==> config.mk <==
export PLATFORM = sky130hd
export DESIGN_NAME = out_stream_arbiter
export DESIGN_NICKNAME = d
export VERILOG_FILES = /design/src/rtl/out_stream_pkg.sv /design/src/rtl/out_word_serializer.sv /design/src/rtl/out_stream_arbiter.sv
export SDC_FILE = /design/constraint.sdc
export NUM_CORES = 1
export LEC_CHECK = 0
export CAP_MARGIN = 20
export CORE_ASPECT_RATIO = 1.5
export CORE_MARGIN = 2
export CORE_UTILIZATION = 30
export CTS_BUF_LIST = sky130_fd_sc_hd__clkbuf_16
export DETAILED_ROUTE_END_ITERATION = 7
export DONT_BUFFER_PORTS = 1
export HOLD_SLACK_MARGIN = 0.08
export PLACE_DENSITY = 0.46
export SYNTH_ARGS = -nofsm -noshare
export SYNTH_HDL_FRONTEND = slang
export SYNTH_SLANG_ARGS = --single-unit
export TNS_END_PERCENT = 100
==> constraint.sdc <==
create_clock -name clk -period 4.17 [get_ports clk]
set_clock_uncertainty 0.15 [all_clocks]
set_input_delay 0.6255 -clock clk [delete_from_list [all_inputs] [get_ports clk]]
set_output_delay 0.6255 -clock clk [all_outputs]
set_load 0.005 [all_outputs]
==> src/rtl/out_stream_pkg.sv <==
// Shared types and helpers for the output stream arbiter: state encoding,
// word geometry and the channel-count to beat-count conversion.
package out_stream_pkg;

    localparam int MAC_WIDTH  = 256;
    localparam int BEAT_WIDTH = 32;
    localparam int BEATS_MAX  = 8;

    typedef enum logic {
        IDLE = 1'b0,
        SEND = 1'b1
    } state_t;

    // ceil(ch/32) clamped to 1..BEATS_MAX; the 8-bit sum cannot overflow for 12-bit ch.
    function automatic logic [3:0] calc_beats(input logic [11:0] ch);
        logic [7:0] sum;
        sum = {1'b0, ch[11:5]} + {7'd0, |ch[4:0]};
        if (sum == 8'd0) begin
            return 4'd1;
        end else if (sum > 8'(BEATS_MAX)) begin
            return 4'(BEATS_MAX);
        end else begin
            return sum[3:0];
        end
    endfunction

endpackage

==> src/rtl/out_word_serializer.sv <==
// Holds one accepted 256-bit word and emits it as 32-bit AXIS beats, lowest
// beat first, with all stream outputs driven straight from flops.
module out_word_serializer
    import out_stream_pkg::*;
(
    input  logic                 clk,
    input  logic                 rst_n,
    input  logic                 load,
    input  logic [MAC_WIDTH-1:0] load_data,
    input  logic                 load_last,
    input  logic [3:0]           load_beats,
    output logic                 busy,
    output logic                 word_done,
    output logic                 m_axis_tvalid,
    input  logic                 m_axis_tready,
    output logic [31:0]          m_axis_tdata,
    output logic                 m_axis_tlast
);

    logic [MAC_WIDTH-1:0] word_q;
    logic [2:0]           beat_cnt_q;
    logic [3:0]           nb_q;
    logic                 last_q;
    logic                 tvalid_q;
    logic                 tlast_q;
    logic                 hs;
    logic                 final_beat;
    logic                 next_final;

    assign hs         = tvalid_q & m_axis_tready;
    assign final_beat = ({1'b0, beat_cnt_q} == (nb_q - 4'd1));
    assign next_final = (({1'b0, beat_cnt_q} + 4'd2) == nb_q);
    assign word_done  = hs & final_beat;

    // The word shifts down one beat per handshake, so tdata is always word_q[31:0].
    always_ff @(posedge clk) begin
        if (!rst_n) begin
            word_q     <= '0;
            beat_cnt_q <= '0;
            nb_q       <= 4'd1;
            last_q     <= 1'b0;
            tvalid_q   <= 1'b0;
            tlast_q    <= 1'b0;
        end else if (load) begin
            word_q     <= load_data;
            beat_cnt_q <= '0;
            nb_q       <= load_beats;
            last_q     <= load_last;
            tvalid_q   <= 1'b1;
            tlast_q    <= (load_beats == 4'd1) && load_last;
        end else if (hs) begin
            if (final_beat) begin
                tvalid_q <= 1'b0;
                tlast_q  <= 1'b0;
            end else begin
                beat_cnt_q <= beat_cnt_q + 3'd1;
                word_q     <= word_q >> BEAT_WIDTH;
                tlast_q    <= next_final && last_q;
            end
        end
    end

    assign busy          = tvalid_q;
    assign m_axis_tvalid = tvalid_q;
    assign m_axis_tdata  = word_q[BEAT_WIDTH-1:0];
    assign m_axis_tlast  = tlast_q;

endmodule

==> src/rtl/out_stream_arbiter.sv <==
// Round-robin arbiter sharing one 32-bit AXIS master between the convolution
// (req0) and pooling (req1) result paths, one 256-bit word per grant.
// Handshakes: a transfer happens on any rising clk edge where valid && ready;
// the producer holds valid and payload stable until then, and the AXIS side
// never drops tvalid or changes tdata/tlast while waiting for tready.
module out_stream_arbiter
    import out_stream_pkg::*;
(
    input  logic                 clk,
    input  logic                 rst_n,
    input  logic                 req0_valid,
    output logic                 req0_ready,
    input  logic [MAC_WIDTH-1:0] req0_data,
    input  logic [11:0]          req0_ch_size,
    input  logic                 req0_last,
    input  logic                 req1_valid,
    output logic                 req1_ready,
    input  logic [MAC_WIDTH-1:0] req1_data,
    input  logic [11:0]          req1_ch_size,
    input  logic                 req1_last,
    output logic                 m_axis_tvalid,
    input  logic                 m_axis_tready,
    output logic [31:0]          m_axis_tdata,
    output logic                 m_axis_tlast,
    output logic                 done0,
    output logic                 done1,
    output logic                 grant,
    output state_t               dbg_state
);

    state_t state_q, state_d;
    logic   prio_q;
    logic   grant_q;
    logic   done0_q, done1_q;
    logic   sel;
    logic   idle;
    logic   accept;
    logic   busy;
    logic   word_done;

    // Priority holder wins when it is valid; otherwise the other one may go.
    always_comb begin
        sel = prio_q;
        if (prio_q ? req1_valid : req0_valid) begin
            sel = prio_q;
        end else if (prio_q ? req0_valid : req1_valid) begin
            sel = ~prio_q;
        end
    end

    assign idle       = (state_q == IDLE) && !busy;
    assign req0_ready = idle && (sel == 1'b0) && req0_valid;
    assign req1_ready = idle && (sel == 1'b1) && req1_valid;
    assign accept     = req0_ready | req1_ready;

    always_comb begin
        state_d = state_q;
        case (state_q)
            IDLE: if (accept) state_d = SEND;
            SEND: if (word_done) state_d = IDLE;
            default: state_d = IDLE;
        endcase
    end

    always_ff @(posedge clk) begin
        if (!rst_n) begin
            state_q <= IDLE;
            prio_q  <= 1'b0;
            grant_q <= 1'b0;
            done0_q <= 1'b0;
            done1_q <= 1'b0;
        end else begin
            state_q <= state_d;
            done0_q <= word_done && (grant_q == 1'b0);
            done1_q <= word_done && (grant_q == 1'b1);
            if (accept) grant_q <= sel;
            if (word_done) prio_q <= ~grant_q;
        end
    end

    out_word_serializer u_ser (
        .clk           (clk),
        .rst_n         (rst_n),
        .load          (accept),
        .load_data     (sel ? req1_data : req0_data),
        .load_last     (sel ? req1_last : req0_last),
        .load_beats    (calc_beats(sel ? req1_ch_size : req0_ch_size)),
        .busy          (busy),
        .word_done     (word_done),
        .m_axis_tvalid (m_axis_tvalid),
        .m_axis_tready (m_axis_tready),
        .m_axis_tdata  (m_axis_tdata),
        .m_axis_tlast  (m_axis_tlast)
    );

    assign done0     = done0_q;
    assign done1     = done1_q;
    assign grant     = grant_q;
    assign dbg_state = state_q;

endmodule

==> results of run 1 <==
[per-stage QoR]
step | area [sq um] | util | setup slack (ps) | hold WS, ps
floorplan | 15160 | - | 996.6 | 274.8
global placement | 15150 | 0.3043 | 1078 | 285.8
detailed placement | 15150 | 0.3043 | 1045 | 293.6
CTS | 16090 | 0.3232 | 1301 | 80.52
global route | 16130 | 0.3239 | 1142 | 91.35
finish | 16130 | 0.3240 | 1306 | 120.5
[cells by family (layout without fill, tap and decap cells)]
group | count (synthesis) | in the layout | share of synthesized area
fa+ha+maj | 5 | 5 | 0.004126
mux | 262 | 262 | 0.1750
other cells | 0 | 5 | 0
flops | 271 | 271 | 0.3578
simple gates | 1223 | 1223 | 0.3634
compound gates | 56 | 56 | 0.02096
buf+inv | 201 | 72 | 0.07238
xor+xnor | 11 | 11 | 0.006355
[final timing paths]
path	start	endpoint	slack [ps]	depth (start not counted)
setup / recovery	u_ser.nb_q[1]	u_ser.word_q[207]	1310	11
hold / removal	req0_data[233]	u_ser.word_q[233]	120	2
setup reg to reg	u_ser.nb_q[1]	u_ser.word_q[207]	1310	11
hold reg to reg	u_ser.word_q[232]	u_ser.word_q[232]	300	2
[registers in the layout (all words and copies together), names as in the netlist]
signal / count
dbg_state: 1
done0: 1
done1: 1
grant: 1
prio_q: 1
u_ser.beat_cnt_q: 3
u_ser.busy: 1
u_ser.last_q: 1
u_ser.m_axis_tlast: 1
u_ser.nb_q: 4
u_ser.word_q: 256
[power by group]
group | switching, W | internal (W) | total, W
logic | 0.00102 | 0.000753 | 0.00177
clock network | 0.00105 | 0.00143 | 0.00248
registers | 0.000285 | 0.00298 | 0.00327
[timing repair]
action,CTS,global route
endpoints found under the setup margin,0,0
buffers inserted,0,0
hold buffers,4,0
hold endpoints to repair,44,0
[layout make-up]
type                            instances  area (sq um)  share of cell area
Multi-Input combinational cell       1557          8683              0.5382
Sequential cell                       271          5425              0.3363
Tap cell                              663         829.5             0.05142
Clock buffer                           29         725.7             0.04498
Timing Repair Buffer                   19         270.3             0.01675
Clock inverter                         18         163.9             0.01016
Inverter                                6         22.52            0.001396
Antenna cell                            5         12.51           0.0007756
[critical path, cell delays in order (launching register included)]
cell and delay (ps):
dfxtp_1 420, inv_1 70, ha_1 280, xor2_1 150
nand3_1 110, a21oi_2 70, nor2_4 150, buf_12 340
buf_12 390, mux2i_1 250, nand2_1 70, and3_1 200
[per-layer routing]
metal,up-vias,global-route usage
met1,5834,0.2137
met3,58,0.02380
li1,6496,-
met5,-,0
met4,0,0.05916
met2,452,0.2841
[cell usage in the layout (no fill, tap or decap), drive strengths merged, types with 2 or more instances in the layout]
cell         netlist  final
a21oi              9      9
and3             227    227
buf              104     16
bufinv             0      3
clkbuf            91     29
clkinv             0     12
clkinvlp           0      2
dfxtp            271    271
diode              0      5
dlygate4sd3        0      3
ha                 5      5
inv                6      7
mux2i            261    261
nand2            723    723
nand2b             3      3
nand3            232    232
nor2              16     16
nor2b              7      7
nor3              10     10
o21ai             35     35
o31ai              2      2
xnor2              4      4
xor2               7      7
==> impl_metrics.csv, run 1 <==
group,metric,value,unit
outcome,status,"complete, no violations",
cts,clk_latency,540,ps
global_route,grt_pass1_vias,12210,
layout,nets,2431,
power,p_leak,7.334,nW
job,cap_violations,0,
timing,finalCriticalPeriod,2864,ps
cts,cts-root-buf,"clkbuf_16",
global_route,grt_overflow,0,
yosys,yosysWarnings,0,
timing,max_freq,0.3491,GHz
yosys,syn_nets,2577,
yosys,avgSynthCellArea,7.472,sq um
die,rows,100,
routing,met1_length,20600,um
routing,first_iter_violations,624,
cts,htreeDepth,1,
die,core_area,0.04980,sq mm
cts,clock_path_buffers,3,
routing,post_drt_wl_per_cell,17.98,um
die,start_util,0.3044,
routing,drc,0,
layout,finalNonFillerCells,2568,
yosys,synth_top_cell_by_area,"dfxtp_1",
timing,hold_viol,0,
placed_design,dp_cells,2511,
yosys,synth_top_flop_cell,"dfxtp_1",
yosys,synthTopCellsByArea,"dfxtp_1 (36%), nand2_1 (18%), mux2i_1 (17%)",
die,num_io_pins,583,
layout,area_growth,6.413,%
cts,cts.sinks,271,
timing,tightest_slew,1138,ps
global_route,grt_usage,0.1665,
timing,timing.final.crit_share,0.6869,
yosys,syn_area,0.01516,sq mm
die,die_w,187.6,um
yosys,synth_most_common_cell,"nand2_1",
cts,clk_pin_slew_worst_paths,60,ps
yosys,async_reset_ff_frac,0,
critical_path,crit_type,"flip-flop to flip-flop",
yosys,ys_types,43,
routing,dr.max_layer_used,"met4",
die,die_h,279.3,um
timing,final.setup.tns,0,ps
placed_design,io_buffers,0,
layout,fillers,5341,
global_route,grt_pass1_wl,69630,um
layout,drive_gt1_frac,0.03526,
yosys,synth_edf_count,0,
placed_design,dp_hpwl,33090,um
yosys,postSynthCellCount,2029,
timing,slew_violations,0,
yosys,yosysSeqAreaShare,0.3578,
routing,postRouteAntennaNets,0,
critical_path,cp_max_fo,59,
timing,rsz0062_at_grt,"no",
global_route,grt_max_degree,233,
die,die-area,0.05239,sq mm
cts,numCtsBuffers,28,
power,peakVddDrop,0.2340,mV
critical_path,crit_path_end_kind,"flip-flop",
placed_design,place.gp.congestion,0.8115,
yosys,yosysTopAreaCellShare,0.3578,
timing,slew_headroom,0.2413,
cts,cts_resized,0,
routing,first_pass_iters,5,
routing,routed_wl,46170,um
routing,wl_met2,21860,um
routing,routed_via_density,5.000,
hold_path,hold_class,"input pin to flip-flop",
routing,num_vias,12840,
critical_path,crit_required,4460,ps
global_route,antenna_found_initial,6,
yosys,yosys-top-cells-count,"nand2_1 (723), dfxtp_1 (271), mux2i_1 (259)",
yosys,ys_ff_latch,271,
critical_path,crit_arrival,3150,ps
routing,met3WireLength,2349,um
power,p_per_area,466.4,mW/mm^2
power,finalPower,0.007525,W
timing,setup_violations,0,
cts,cts_tree,"built",
critical_path,worstSetupStartpointType,"flip-flop",
Note: power is estimated with default switching activity, not from simulation.
==> inputs of run 2 (changes only) <==
PLACE_DENSITY = 0.47   (was 0.46)
clock period = 2.3 ns   (was 4.17 ns; I/O delays follow)
==> impl_metrics.csv, run 2 (synthesis results as in run 1) <==
group,metric,value,unit
outcome,status,"finished with violations",
outcome,violations,"negative hold slack, negative setup slack",
job,cap_violations,0,
routing,first_pass_iters,6,
routing,post_drt_wl_per_cell,18.84,um
layout,largest_reg_flops,256,
critical_path,crit_chain,"inv_2 -> ha_4 -> xor2_2 -> or3_4 -> a21oi_4 -> nor2_4 -> buf_12 -> buf_6 -> buf_16 -> mux2i_1 -> nand2_1 -> and3_1",
cts,clk_pin_slew_worst_paths,70,ps
die,start_util,0.3044,
cts,cts_tree,"built",
cts,cts.sinks,271,
die,core_area,0.04980,sq mm
die,die_w,187.6,um
layout,final_common_cell,"nand2_1",
layout,fillers,5064,
critical_path,crit_path_max_incr_delay,340,ps
power,p_leak,8.617,nW
placed_design,place.gp.congestion,0.8246,
critical_path,crit_slowest_cell,"or3_4",
routing,first_iter_violations,592,
power,internal_power,0.009612,W
cts,cts-root-buf,"clkbuf_16",
power,p_per_area,744.3,mW/mm^2
global_route,antenna_found_initial,4,
routing,routed_wl,52970,um
timing,timing.final.crit_share,1.057,
routing,routed_via_density,5.016,
global_route,grt_max_degree,240,
cts,clock_path_buffers,3,
timing,finalCriticalPeriod,2431,ps
hold_path,whs_endpoint,"dbg_state",
timing,rsz0062_at_grt,"yes",
routing,num_vias,14110,
power,combPwrFrac,0.286,
cts,numCtsBuffers,29,
critical_path,worstRegToRegCells,12,
timing,slew_violations,0,
timing,fin_hold_ws,-181.8,ps
layout,drive_gt1_frac,0.07592,
hold_path,min-delay-start,"rst_n",
timing,max_freq,0.4114,GHz
critical_path,crit_type,"flip-flop to flip-flop",
critical_path,worstReg2RegEnd,"u_ser.word_q[205]",
critical_path,ff2ff_setup_slack,-130,ps
timing,slew_headroom,0.6524,
layout,area_growth,25.56,%
timing,tightest_slew,521.3,ps
timing,finalWorstSetupSlack,-130.8,ps
timing,final.setup.tns,-14780,ps
routing,drc,0,
critical_path,startpoint,"u_ser.nb_q[0]",
placed_design,dp_slack,-297.8,ps
critical_path,r2r_start,"u_ser.nb_q[0]",
placed_design,dp_cells,2548,
power,power.share.clock,0.295,
critical_path,crit_path_end_kind,"flip-flop",
die,die_h,279.3,um
power,sequentialPowerShare,0.419,
global_route,grt_pass1_vias,12920,
layout,nets,2675,
timing,hold_viol,188,
layout,reg_top3,"u_ser.word_q x256, u_ser.nb_q x4, u_ser.beat_cnt_q x3",
critical_path,worstSetupStartpointType,"flip-flop",
global_route,grt_usage,0.1793,
critical_path,critPathBufInv,4,
global_route,grt_overflow,0,
cts,clk_latency,560,ps
critical_path,crit_required,2590,ps
critical_path,critPathTopFamily,"simple AND/OR/NAND/NOR gates",
global_route,grt_pass1_wl,74480,um
routing,postRouteAntennaNets,0,
placed_design,dp_hpwl,35280,um
hold_path,min_path_cells,1,
critical_path,crit_arrival,2720,ps
critical_path,path_depth,12,
layout,largest_register,"u_ser.word_q",
die,rows,100,
die,num_io_pins,583,
power,power.switching,0.004556,W
die,die-area,0.05239,sq mm
cts,htreeDepth,1,
timing,setup_violations,245,
power,switching_share,0.3216,
hold_path,hold_class,"input pin to flip-flop",
critical_path,cp_max_fo,7,
layout,finalNonFillerCells,2812,
placed_design,io_buffers,0,
layout,final_cell_mix,"nand2_1 (711), dfxtp_1 (269), mux2i_1 (257), nand3_1 (231), and3_1 (227)",
power,peakVddDrop,0.4963,mV
layout,fin_util,0.3823,
run 2: power groups by stage:
stage	combinational, W	sequential, W	clock, W
floorplan	0.00283	0.00576	0
global placement	0.00334	0.00602	0
detailed placement	0.00344	0.00604	0
CTS	0.00379	0.00594	0.00435
global route	0.00451	0.00602	0.00451
finish	0.00405	0.00594	0.00418
run 2: worst max path at each step:
stage	to
floorplan	u_ser.nb_q[2]
global placement	u_ser.nb_q[1]
detailed placement	u_ser.word_q[212]
CTS	u_ser.word_q[141]
global route	u_ser.word_q[175]
finish	u_ser.word_q[205]
run 2: cell type report:
class | count | area, sq um | area share
Tap cell | 663 | 829.5 | 0.04358
Antenna cell | 2 | 5.005 | 0.0002629
Inverter | 6 | 22.52 | 0.001183
Timing Repair Buffer | 261 | 3074 | 0.1615
Clock inverter | 22 | 90.09 | 0.004732
Clock buffer | 29 | 725.7 | 0.03812
Multi-Input combinational cell | 1558 | 8861 | 0.4655
Sequential cell | 271 | 5428 | 0.2851
run 2: routing by layer:
| layer | wire length, um | GRT usage | vias up |
|---|---|---|---|
| met5 | 22 | 0 | - |
| li1 | - | - | 6990 |
| met4 | 1415 | 0.04926 | 4 |
| met3 | 2522 | 0.02456 | 81 |
| met2 | 26560 | 0.3221 | 536 |
| met1 | 22440 | 0.2233 | 6495 |
run 2: metrics by stage:
step	instance area [sq um]	total power, W
2_1_floorplan	15240	0.008591
5_1_grt	19040	0.01504
4_1_cts	17620	0.01408
3_5_place_dp	15610	0.009478
6_report	19040	0.01417
3_3_place_gp	15610	0.009365
run 2: what timing repair did:
item,4_1_cts,5_1_grt
cloned,9,8
setup buffers,10,6
endpoints found under the hold margin,271,234
endpoints found under the setup margin,261,269
pin swaps,17,49
hold buffers,75,106
resized for setup,39,48
==> inputs of run 3 (changes only) <==
ABC_AREA = 1   (was unset)
CTS_CLUSTER_DIAMETER = 120   (was unset)
SYNTH_HIERARCHICAL = 1   (was unset)
==> impl_metrics.csv, run 3 <==
group,metric,value,unit
outcome,status,"complete, no violations",
power,p_per_area,735.4,mW/mm^2
layout,largest_reg_flops,256,
power,finalPower,0.01771,W
yosys,ys_types,39,
yosys,syn_nets,2913,
cts,numCtsBuffers,31,
global_route,grt_overflow,0,
layout,final_common_cell,"nand2_1",
die,die-area,0.06539,sq mm
yosys,syn_area,0.01899,sq mm
yosys,yosysTopAreaCellShare,0.2856,
layout,fin_util,0.3827,
timing,setup_violations,0,
cts,clk_pin_slew_worst_paths,60,ps
critical_path,crit_path_end_kind,"flip-flop",
routing,routed_wl,71990,um
die,rows,113,
die,core_area,0.06292,sq mm
placed_design,dp_cells,3018,
timing,rsz0062_at_grt,"yes",
hold_path,hold_class,"input pin to flip-flop",
power,internal_power,0.01099,W
placed_design,dp_hpwl,47910,um
routing,postRouteAntennaNets,0,
power,p_leak,9.312,nW
critical_path,cp_max_fo,6,
global_route,grt_usage,0.1960,
layout,finalNonFillerCells,3371,
cts,clock_path_buffers,3,
timing,slew_headroom,0.5787,
routing,first_iter_violations,1040,
power,combPwrFrac,0.405,
layout,largest_register,"u_ser/word_q",
timing,fin_hold_ws,109.3,ps
die,num_io_pins,583,
power,switching_share,0.3796,
cts,htreeDepth,1,
placed_design,place.gp.congestion,0.8755,
job,cap_violations,0,
cts,cts-root-buf,"clkbuf_16",
yosys,synth_top_cell_by_area,"dfxtp_1",
critical_path,crit_required,2610,ps
timing,slew_violations,0,
yosys,yosys-top-cells-count,"nand2_1 (698), dfxtp_1 (271), mux2_2 (258)",
power,peakVddDrop,0.4764,mV
timing,finalCriticalPeriod,2260,ps
layout,reg_top3,"u_ser/word_q x256, u_ser/nb_q x4, u_ser/beat_cnt_q x3",
yosys,postSynthCellCount,2365,
die,start_util,0.3019,
critical_path,crit_type,"flip-flop to flip-flop",
timing,hold_viol,0,
cts,cts_tree,"built",
cts,cts.sinks,271,
die,die_h,312.2,um
routing,routed_via_density,5.035,
power,power.switching,0.006721,W
yosys,yosysWarnings,6,
yosys,ys_ff_latch,271,
global_route,grt_pass1_wl,99650,um
global_route,antenna_found_initial,10,
placed_design,io_buffers,0,
die,die_w,209.5,um
timing,timing.final.crit_share,0.9826,
layout,nets,3085,
routing,post_drt_wl_per_cell,21.36,um
yosys,synth_most_common_cell,"nand2_1",
yosys,synth_edf_count,0,
power,power.share.clock,0.263,
timing,max_freq,0.4425,GHz
cts,clk_latency,590,ps
timing,tightest_slew,632.0,ps
yosys,async_reset_ff_frac,0,
yosys,synth_top_flop_cell,"dfxtp_1",
layout,drive_gt1_frac,0.3526,
yosys,avgSynthCellArea,8.031,sq um
power,sequentialPowerShare,0.332,
global_route,grt_pass1_vias,17280,
layout,area_growth,26.76,%
routing,first_pass_iters,5,
critical_path,worstSetupStartpointType,"flip-flop",
layout,fillers,6420,
routing,num_vias,16970,
critical_path,crit_arrival,2570,ps
global_route,grt_max_degree,124,
layout,final_cell_mix,"nand2_1 (689), dfxtp_1 (268), mux2_2 (257), nand3_1 (246), dlygate4sd3_1 (237)",
yosys,yosysSeqAreaShare,0.2856,
yosys,synthTopCellsByArea,"dfxtp_1 (29%), mux2_2 (15%), nand2_1 (14%)",
routing,drc,0,
## run 3: worst max-delay path, cell delays in order, from the launching register on
cell	delay [ps]
dfxtp_4	360
nand2_4	80
nand2_8	70
nand2_8	100
mux2_4	320
ha_4	180
ha_4	170
inv_2	50
nand2_2	50
nand2_2	80
nand3_1	70
nand2_1	80
nand3_2	90
nor2_4	120
nor2_1	40
nand4_1	60
a31oi_1	70
## run 3: cell type report
| class | count | area (sq um) | share of cell area |
|---|---|---|---|
| multi-input cells | 1810 | 11870 | 0.4930 |
| flip-flops and latches | 271 | 5431 | 0.2256 |
| repair buffers | 382 | 4671 | 0.1940 |
| well taps | 805 | 1007 | 0.04183 |
| clock buffers | 31 | 775.7 | 0.03222 |
| inverters | 41 | 176.4 | 0.007327 |
| clock inverters | 23 | 125.1 | 0.005196 |
| diodes | 8 | 20.02 | 0.0008314 |
## run 3: kinds of logic (layout without fill, tap and decap cells)
logic type	after synthesis	count (layout)	share of synthesized area
AO/OA/AOI/OAI	263	263	0.1107
other	0	8	0
AND/OR/NAND/NOR	1261	1261	0.3353
XOR/XNOR	2	2	0.0009224
adder cells (fa/ha/maj)	5	5	0.003294
multiplexers	279	279	0.1640
buffers and inverters	284	477	0.1002
flip-flops	271	271	0.2856
## run 3: final timing paths
kind	startpoint	end	slack [ps]	cells past startpoint
setup / recovery	prio_q	u_ser/m_axis_tlast	40	16
hold / removal	req0_data[151]	u_ser/word_q[151]	110	5
setup reg to reg	prio_q	u_ser/m_axis_tlast	40	16
hold reg to reg	u_ser/word_q[177]	u_ser/word_q[177]	320	2
## run 3: timing repair
item,in CTS,in global routing
endpoints found under the hold margin,170,0
gates resized for setup,11,68
setup buffers,3,27
setup endpoints to repair,117,259
pin swaps,6,13
gates cloned,1,22
hold buffers,238,0
## run 3: power by group through the flow
stage / combinational, W / sequential, W / clock, W
floorplan: 0.00464 / 0.00577 / 0
global placement: 0.00600 / 0.00598 / 0
detailed placement: 0.00605 / 0.00600 / 0
CTS: 0.00646 / 0.00589 / 0.00482
global route: 0.00779 / 0.00595 / 0.00494
finish: 0.00717 / 0.00589 / 0.00465
## run 3: metrics by stage
step	TNS [ps]	cell area, sq um	setup WS [ps]
after detailed placement	-2932	19560	-125.0
after CTS	0	22970	3.232
final	0	24080	39.95
after global placement	-1043	19560	-76.10
after floorplan	-249.4	19050	-117.0
after global routing	-435.9	24080	-64.00
## run 3: per-layer routing
metal  part of all wire  wire (um)  up-vias  global-route usage
li1                   -          -     8285                   -
met1               0.38      27510     7975              0.2150
met2               0.53      38030      585              0.3711
met3              0.045       3228      129             0.02572
met4              0.045       3221        0             0.09010
met5                  0          0        -                   0
